`src/rtl/ram_slot_sched.sv`:
```
// Single-port main RAM time-slot scheduler: owns the 1 MHz phase counter and
// multiplexes CPU/VIC-II (PH1, PH2) and a host loader (idle HOST slots) onto one port.
//
// host state | meaning
// HS_IDLE    | no host access issued in the previous clock
// HS_RD      | host read issued last clock, RAM data valid now
// HS_WR      | host write issued last clock, completes now
module ram_slot_sched #(
    parameter int AW  = 16,
    parameter int DW  = 8,
    parameter int DIV = 8
) (
    input  logic          clk,
    input  logic          rst,
    output logic          o_ph1_en,
    output logic          o_ph2_en,
    input  logic          i_vic_bm,
    input  logic [AW-1:0] i_cpu_addr,
    input  logic          i_cpu_we,
    input  logic [DW-1:0] i_cpu_do,
    input  logic [AW-1:0] i_vic_addr1,
    input  logic [AW-1:0] i_vic_addr2,
    output logic [DW-1:0] o_ph1_do,
    output logic [DW-1:0] o_ph2_do,
    input  logic          i_host_req,
    input  logic          i_host_we,
    input  logic [AW-1:0] i_host_addr,
    input  logic [DW-1:0] i_host_di,
    output logic          o_host_ack,
    output logic [DW-1:0] o_host_do,
    output logic          o_ram_en,
    output logic          o_ram_we,
    output logic [AW-1:0] o_ram_addr,
    output logic [DW-1:0] o_ram_di,
    input  logic [DW-1:0] i_ram_do
);

    localparam int CW = $clog2(DIV);

    localparam logic [CW-1:0] C_PH1  = '0;
    localparam logic [CW-1:0] C_PH2  = CW'(DIV / 2);
    localparam logic [CW-1:0] C_HST1 = CW'(DIV / 4);
    localparam logic [CW-1:0] C_HST2 = CW'((3 * DIV) / 4);
    localparam logic [CW-1:0] C_CAP1 = CW'(1);
    localparam logic [CW-1:0] C_CAP2 = CW'((DIV / 2) + 1);

    typedef enum logic [1:0] {
        HS_IDLE,
        HS_RD,
        HS_WR
    } host_st_t;

    logic [CW-1:0] c_q, c_d;
    host_st_t      hs_q, hs_d;
    logic [AW-1:0] addr_q, addr_d;
    logic [DW-1:0] di_q, di_d;
    logic [DW-1:0] ph1_do_q, ph1_do_d;
    logic [DW-1:0] ph2_do_q, ph2_do_d;
    logic [DW-1:0] host_do_q, host_do_d;
    logic          ack_q, ack_d;
    logic          slot_ph1, slot_ph2, slot_host, host_go;

    always_comb begin
        c_d       = c_q + CW'(1);
        slot_ph1  = !rst && (c_q == C_PH1);
        slot_ph2  = !rst && (c_q == C_PH2);
        slot_host = !rst && ((c_q == C_HST1) || (c_q == C_HST2));
        host_go   = slot_host && i_host_req;

        // Idle sub-cycles keep the last address/data on the bus.
        o_ram_en   = 1'b0;
        o_ram_we   = 1'b0;
        o_ram_addr = addr_q;
        o_ram_di   = di_q;
        if (rst) begin
            o_ram_addr = '0;
            o_ram_di   = '0;
        end else if (slot_ph1) begin
            o_ram_en = 1'b1;
            if (i_vic_bm) begin
                o_ram_we   = i_cpu_we;
                o_ram_addr = i_cpu_addr;
                o_ram_di   = i_cpu_do;
            end else begin
                o_ram_addr = i_vic_addr1;
            end
        end else if (slot_ph2) begin
            o_ram_en   = 1'b1;
            o_ram_addr = i_vic_addr2;
        end else if (host_go) begin
            o_ram_en   = 1'b1;
            o_ram_we   = i_host_we;
            o_ram_addr = i_host_addr;
            o_ram_di   = i_host_di;
        end

        addr_d = o_ram_addr;
        di_d   = o_ram_di;

        hs_d = HS_IDLE;
        if (host_go) begin
            hs_d = i_host_we ? HS_WR : HS_RD;
        end

        ack_d     = (hs_q != HS_IDLE);
        host_do_d = (hs_q == HS_RD) ? i_ram_do : host_do_q;
        ph1_do_d  = (c_q == C_CAP1) ? i_ram_do : ph1_do_q;
        ph2_do_d  = (c_q == C_CAP2) ? i_ram_do : ph2_do_q;
    end

    always_ff @(posedge clk) begin
        if (rst) begin
            c_q       <= '0;
            hs_q      <= HS_IDLE;
            addr_q    <= '0;
            di_q      <= '0;
            ph1_do_q  <= '0;
            ph2_do_q  <= '0;
            host_do_q <= '0;
            ack_q     <= 1'b0;
        end else begin
            c_q       <= c_d;
            hs_q      <= hs_d;
            addr_q    <= addr_d;
            di_q      <= di_d;
            ph1_do_q  <= ph1_do_d;
            ph2_do_q  <= ph2_do_d;
            host_do_q <= host_do_d;
            ack_q     <= ack_d;
        end
    end

    assign o_ph1_en   = slot_ph1;
    assign o_ph2_en   = slot_ph2;
    assign o_ph1_do   = ph1_do_q;
    assign o_ph2_do   = ph2_do_q;
    assign o_host_ack = ack_q;
    assign o_host_do  = host_do_q;

endmodule

```
`config.mk`:
```
export PLATFORM = sky130hd
export DESIGN_NAME = ram_slot_sched
export DESIGN_NICKNAME = d
export VERILOG_FILES = /design/src/rtl/ram_slot_sched.sv
export SDC_FILE = /design/constraint.sdc
export NUM_CORES = 1
export LEC_CHECK = 0
export CAP_MARGIN = 20
export CORE_MARGIN = 2
export CORE_UTILIZATION = 37
export CTS_CLUSTER_SIZE = 28
export DETAILED_ROUTE_END_ITERATION = 8
export GPL_TIMING_DRIVEN = 0
export PLACE_DENSITY = 0.83
export SLEW_MARGIN = 0
export SYNTH_ARGS = -nofsm -noshare
export SYNTH_HDL_FRONTEND = slang
export SYNTH_SLANG_ARGS = --single-unit
```
`constraint.sdc`:
```
create_clock -name clk -period 1.8 [get_ports clk]
set_input_delay 0.36 -clock clk [delete_from_list [all_inputs] [get_ports clk]]
set_output_delay 0.36 -clock clk [all_outputs]
set_load 0.02 [all_outputs]
```
==> results.toml <==
[run_status]
status = "complete, but fails checks"
violations = "setup timing"

[die]
die_h_um = 93.8
boundaryPins = 147
die_area_um2 = 8800
fp-row-count = 32
initial_core_util = 0.384
fp.dieW_um = 93.8
core_um2 = 7770

[sta]
finalWorstSetupSlack_ns = -0.459
fmax_mhz = 443
period_minus_slack_ns = 2.26
rsz0062_at_grt = "yes"
fin_crit_sh = 1.25
hold_viol = 0
fin_skew_ns = 0.00811
slew_violations = 0
fin_tns_setup_ns = -9.84
max_slew.worst_pin.slew_ns = 0.512
setup_violations = 28
slew_headroom = 0.657

[logic_synthesis]
yosysSeqAreaShare = 0.362
synth_cell_types = 33
synth.net_count = 414
syn_inst = 316
synth_area_um2 = 2990
ys_ff_latch = 54
synth_area_per_cell_um2 = 9.45
yosys_warnings = 0

[clock_tree]
clk_latency_ns = 0.30
clkSinkCount = 54
numCtsBuffers = 5
ctsLongestPathBuffers = 2
cts_tree = "yes"
h-tree-depth = 2
cts_root_buffer = "clkbuf_8"
clkTransAtPathRegs_ns = 0.10

[layout]
fin_nets = 596
final_layout_size_suffix_gt1_frac = 0.349
multi_input_area_um2 = 2370
area_growth_pct = 97.8
nFillCells = 512
final_util = 0.760
seq_area_um2 = 1080
n_antenna_cell = 0
stdcell_count = 601
stdcell_area_um2 = 5900

[global_route]
gr-usage-met3 = 0.0353
grt_pass1_vias = 3463
grt_pass1_wl_um = 16900
grt_max_degree = 17
grt.busiest_layer = "met2"
grt_use_met2 = 0.453
grt.total_usage = 0.241
overflow = 0
met1_usage = 0.282
antenna_found_initial = 0

[worst_setup_path]
start_kind = "flip-flop"
worst_ep_required_time_ns = 1.44
cp_num_buf_inv = 4
worstPathArrival_ns = 1.90
worst_setup_path_end_kind = "output pin"
cp_slowest_cell = "dfxtp_2"
cp.depth = 8
cp_top_family = "buffers and inverters"
criticalPathCategory = "reg2out"
rr_worst_depth = 8
crit_fanout = 6
crit_chain = "buf_6 > ha_4 > and3b_1 > buf_6 > buf_6 > nand3_4 > a311oi_4 > buf_6"
critPathMaxStageDelay_ns = 0.36
cpMostUsedCell = "buf_6"

[flow_run]
max-cap-violations = 0

[hold_path]
holdPathStages = 2
hp-class = "reg2reg"

[route]
ant_nets = 0
vias = 3269
initialDrtViolationCount = 68
avgViaCountPerCell = 5.44
route.detailed.drc = 0
routed_wl_um = 10900
firstDrtPassIters = 4
routedWlPerCell_um = 18.2

[pwr]
power.density_nw_per_um2 = 648
p_leak_nw = 2.36
vdd_ir_drop_max_uv = 358

[placement]
dp_hpwl_um = 7270
dp_cells = 563
gp_congestion = 0.779
port_buffers = 145
dpl-instance-area_um2 = 4900
repair_timing:
item,4_1_cts,5_1_grt
resized for setup,254,26
endpoints found under the setup margin,37,28
hold buffers,0,0
pin swaps,25,22
cloned,3,2
hold endpoints to repair,0,0
setup buffers,19,10
cell usage in the layout, fill, tap and decap left out, types with 9 or more instances in the layout:
| cell type | n |
|---|---|
| buf_6 | 43 |
| o211a_1 | 14 |
| clkdlybuf4s50_1 | 116 |
| a21oi_1 | 9 |
| nand2_1 | 9 |
| a211oi_1 | 15 |
| buf_4 | 23 |
| mux2i_1 | 30 |
| nor2_1 | 22 |
| a211oi_4 | 18 |
| nor2b_1 | 9 |
| dfxtp_1 | 52 |
registers in the layout, summed over array words and instances, names as in the netlist:
name	count
addr_q	16
c_q	3
di_q	8
hs_q	2
o_host_ack	1
o_host_do	8
o_ph1_do	8
o_ph2_do	8
per-layer routing:
layer  vias to the layer above  wire length [um]
met5                         -                 0
met4                         0                89
met3                        11               597
met2                       113              5900
met1                      1608              4320
li1                       1537                 -
power by group:
group          switching, W  internal [W]  leakage [nW]  total, W
Clock              0.000400      0.000416        0.0514  0.000816
Combinational      0.000772      0.000897          1.87   0.00167
Sequential        0.0000577       0.00128         0.443   0.00134
Total               0.00123       0.00260          2.36   0.00383
worst reg2reg max path, stage by stage, from the launching register on:
cell and delay (ns):
dfxtp_2 0.36, inv_2 0.06, ha_4 0.18, buf_8 0.15
bufbuf_16 0.28, a211oi_4 0.23, buf_4 0.16, buf_4 0.09
a211oi_1 0.04
cell usage after synthesis:
| cell | n | area (um2) |
|---|---|---|
| a211oi_1 | 33 | 248 |
| a211oi_2 | 2 | 25.0 |
| a21oi_1 | 9 | 45.0 |
| a221oi_2 | 7 | 105 |
| a311oi_1 | 16 | 140 |
| and2_4 | 1 | 8.76 |
| and3_1 | 9 | 56.3 |
| and3b_1 | 1 | 8.76 |
| buf_2 | 17 | 85.1 |
| buf_4 | 3 | 22.5 |
| buf_6 | 7 | 78.8 |
| clkbuf_1 | 3 | 11.3 |
| clkbuf_2 | 1 | 5.00 |
| dfxtp_1 | 54 | 1080 |
| ha_1 | 4 | 50.1 |
| inv_1 | 10 | 37.5 |
| mux2_1 | 6 | 67.6 |
| mux2_2 | 3 | 33.8 |
| mux2i_1 | 32 | 320 |
| nand2_1 | 11 | 41.3 |
| nand2_2 | 1 | 6.26 |
| nand2b_1 | 3 | 18.8 |
| nand3_1 | 16 | 80.1 |
| nand3b_1 | 1 | 7.51 |
| nand4b_1 | 1 | 8.76 |
| nor2_1 | 23 | 86.3 |
| nor2_2 | 1 | 6.26 |
| nor2b_1 | 10 | 62.6 |
| o211a_1 | 14 | 140 |
| o21ai_0 | 6 | 30.0 |
| o21ai_1 | 3 | 15.0 |
| or3_1 | 7 | 43.8 |
| xnor2_1 | 1 | 8.76 |
final timing paths:
| check | from | to | slack [ns] |
|---|---|---|---|
| worst max-delay path | c_q[1]$_SDFF_PP0_ | o_ram_di[6] | -0.46 |
| worst min register to register | o_ph2_do[6]$_SDFFE_PP0N_ | o_ph2_do[6]$_SDFFE_PP0N_ | 0.47 |
| worst min-delay path | o_ph2_do[6]$_SDFFE_PP0N_ | o_ph2_do[6]$_SDFFE_PP0N_ | 0.47 |
| worst max register to register | c_q[1]$_SDFF_PP0_ | addr_q[5]$_SDFF_PP0_ | 0.13 |
stage by stage:
stage,setup slack (ns),power [W],hold WS (ns)
floorplan,-0.00760,0.00210,0.410
global placement,-1.15,0.00259,0.420
detailed placement,-1.15,0.00261,0.428
CTS,-0.427,0.00372,0.465
global route,-0.535,0.00398,0.487
finish,-0.459,0.00383,0.468
cell families after synthesis:
family | after synthesis | share of synthesized area
DFF | 54 | 0.362
and+or+nand+nor | 85 | 0.146
muxes | 41 | 0.141
AOI/OAI and AO/OA | 90 | 0.251
buffers and inverters | 41 | 0.0805
xor gates and xnor gates | 1 | 0.00293
adders and majority gates | 4 | 0.0168
final cells by class:
cell class                 count  share of cell area
buffer                        28              0.0549
clock buffer                   6              0.0123
clock inverter                 2             0.00636
inverter                      10             0.00678
multi-input combinational    222               0.401
sequential                    54               0.184
tap                          102              0.0216
timing repair buffer         177               0.313
Power figures use the tool's default switching activity.
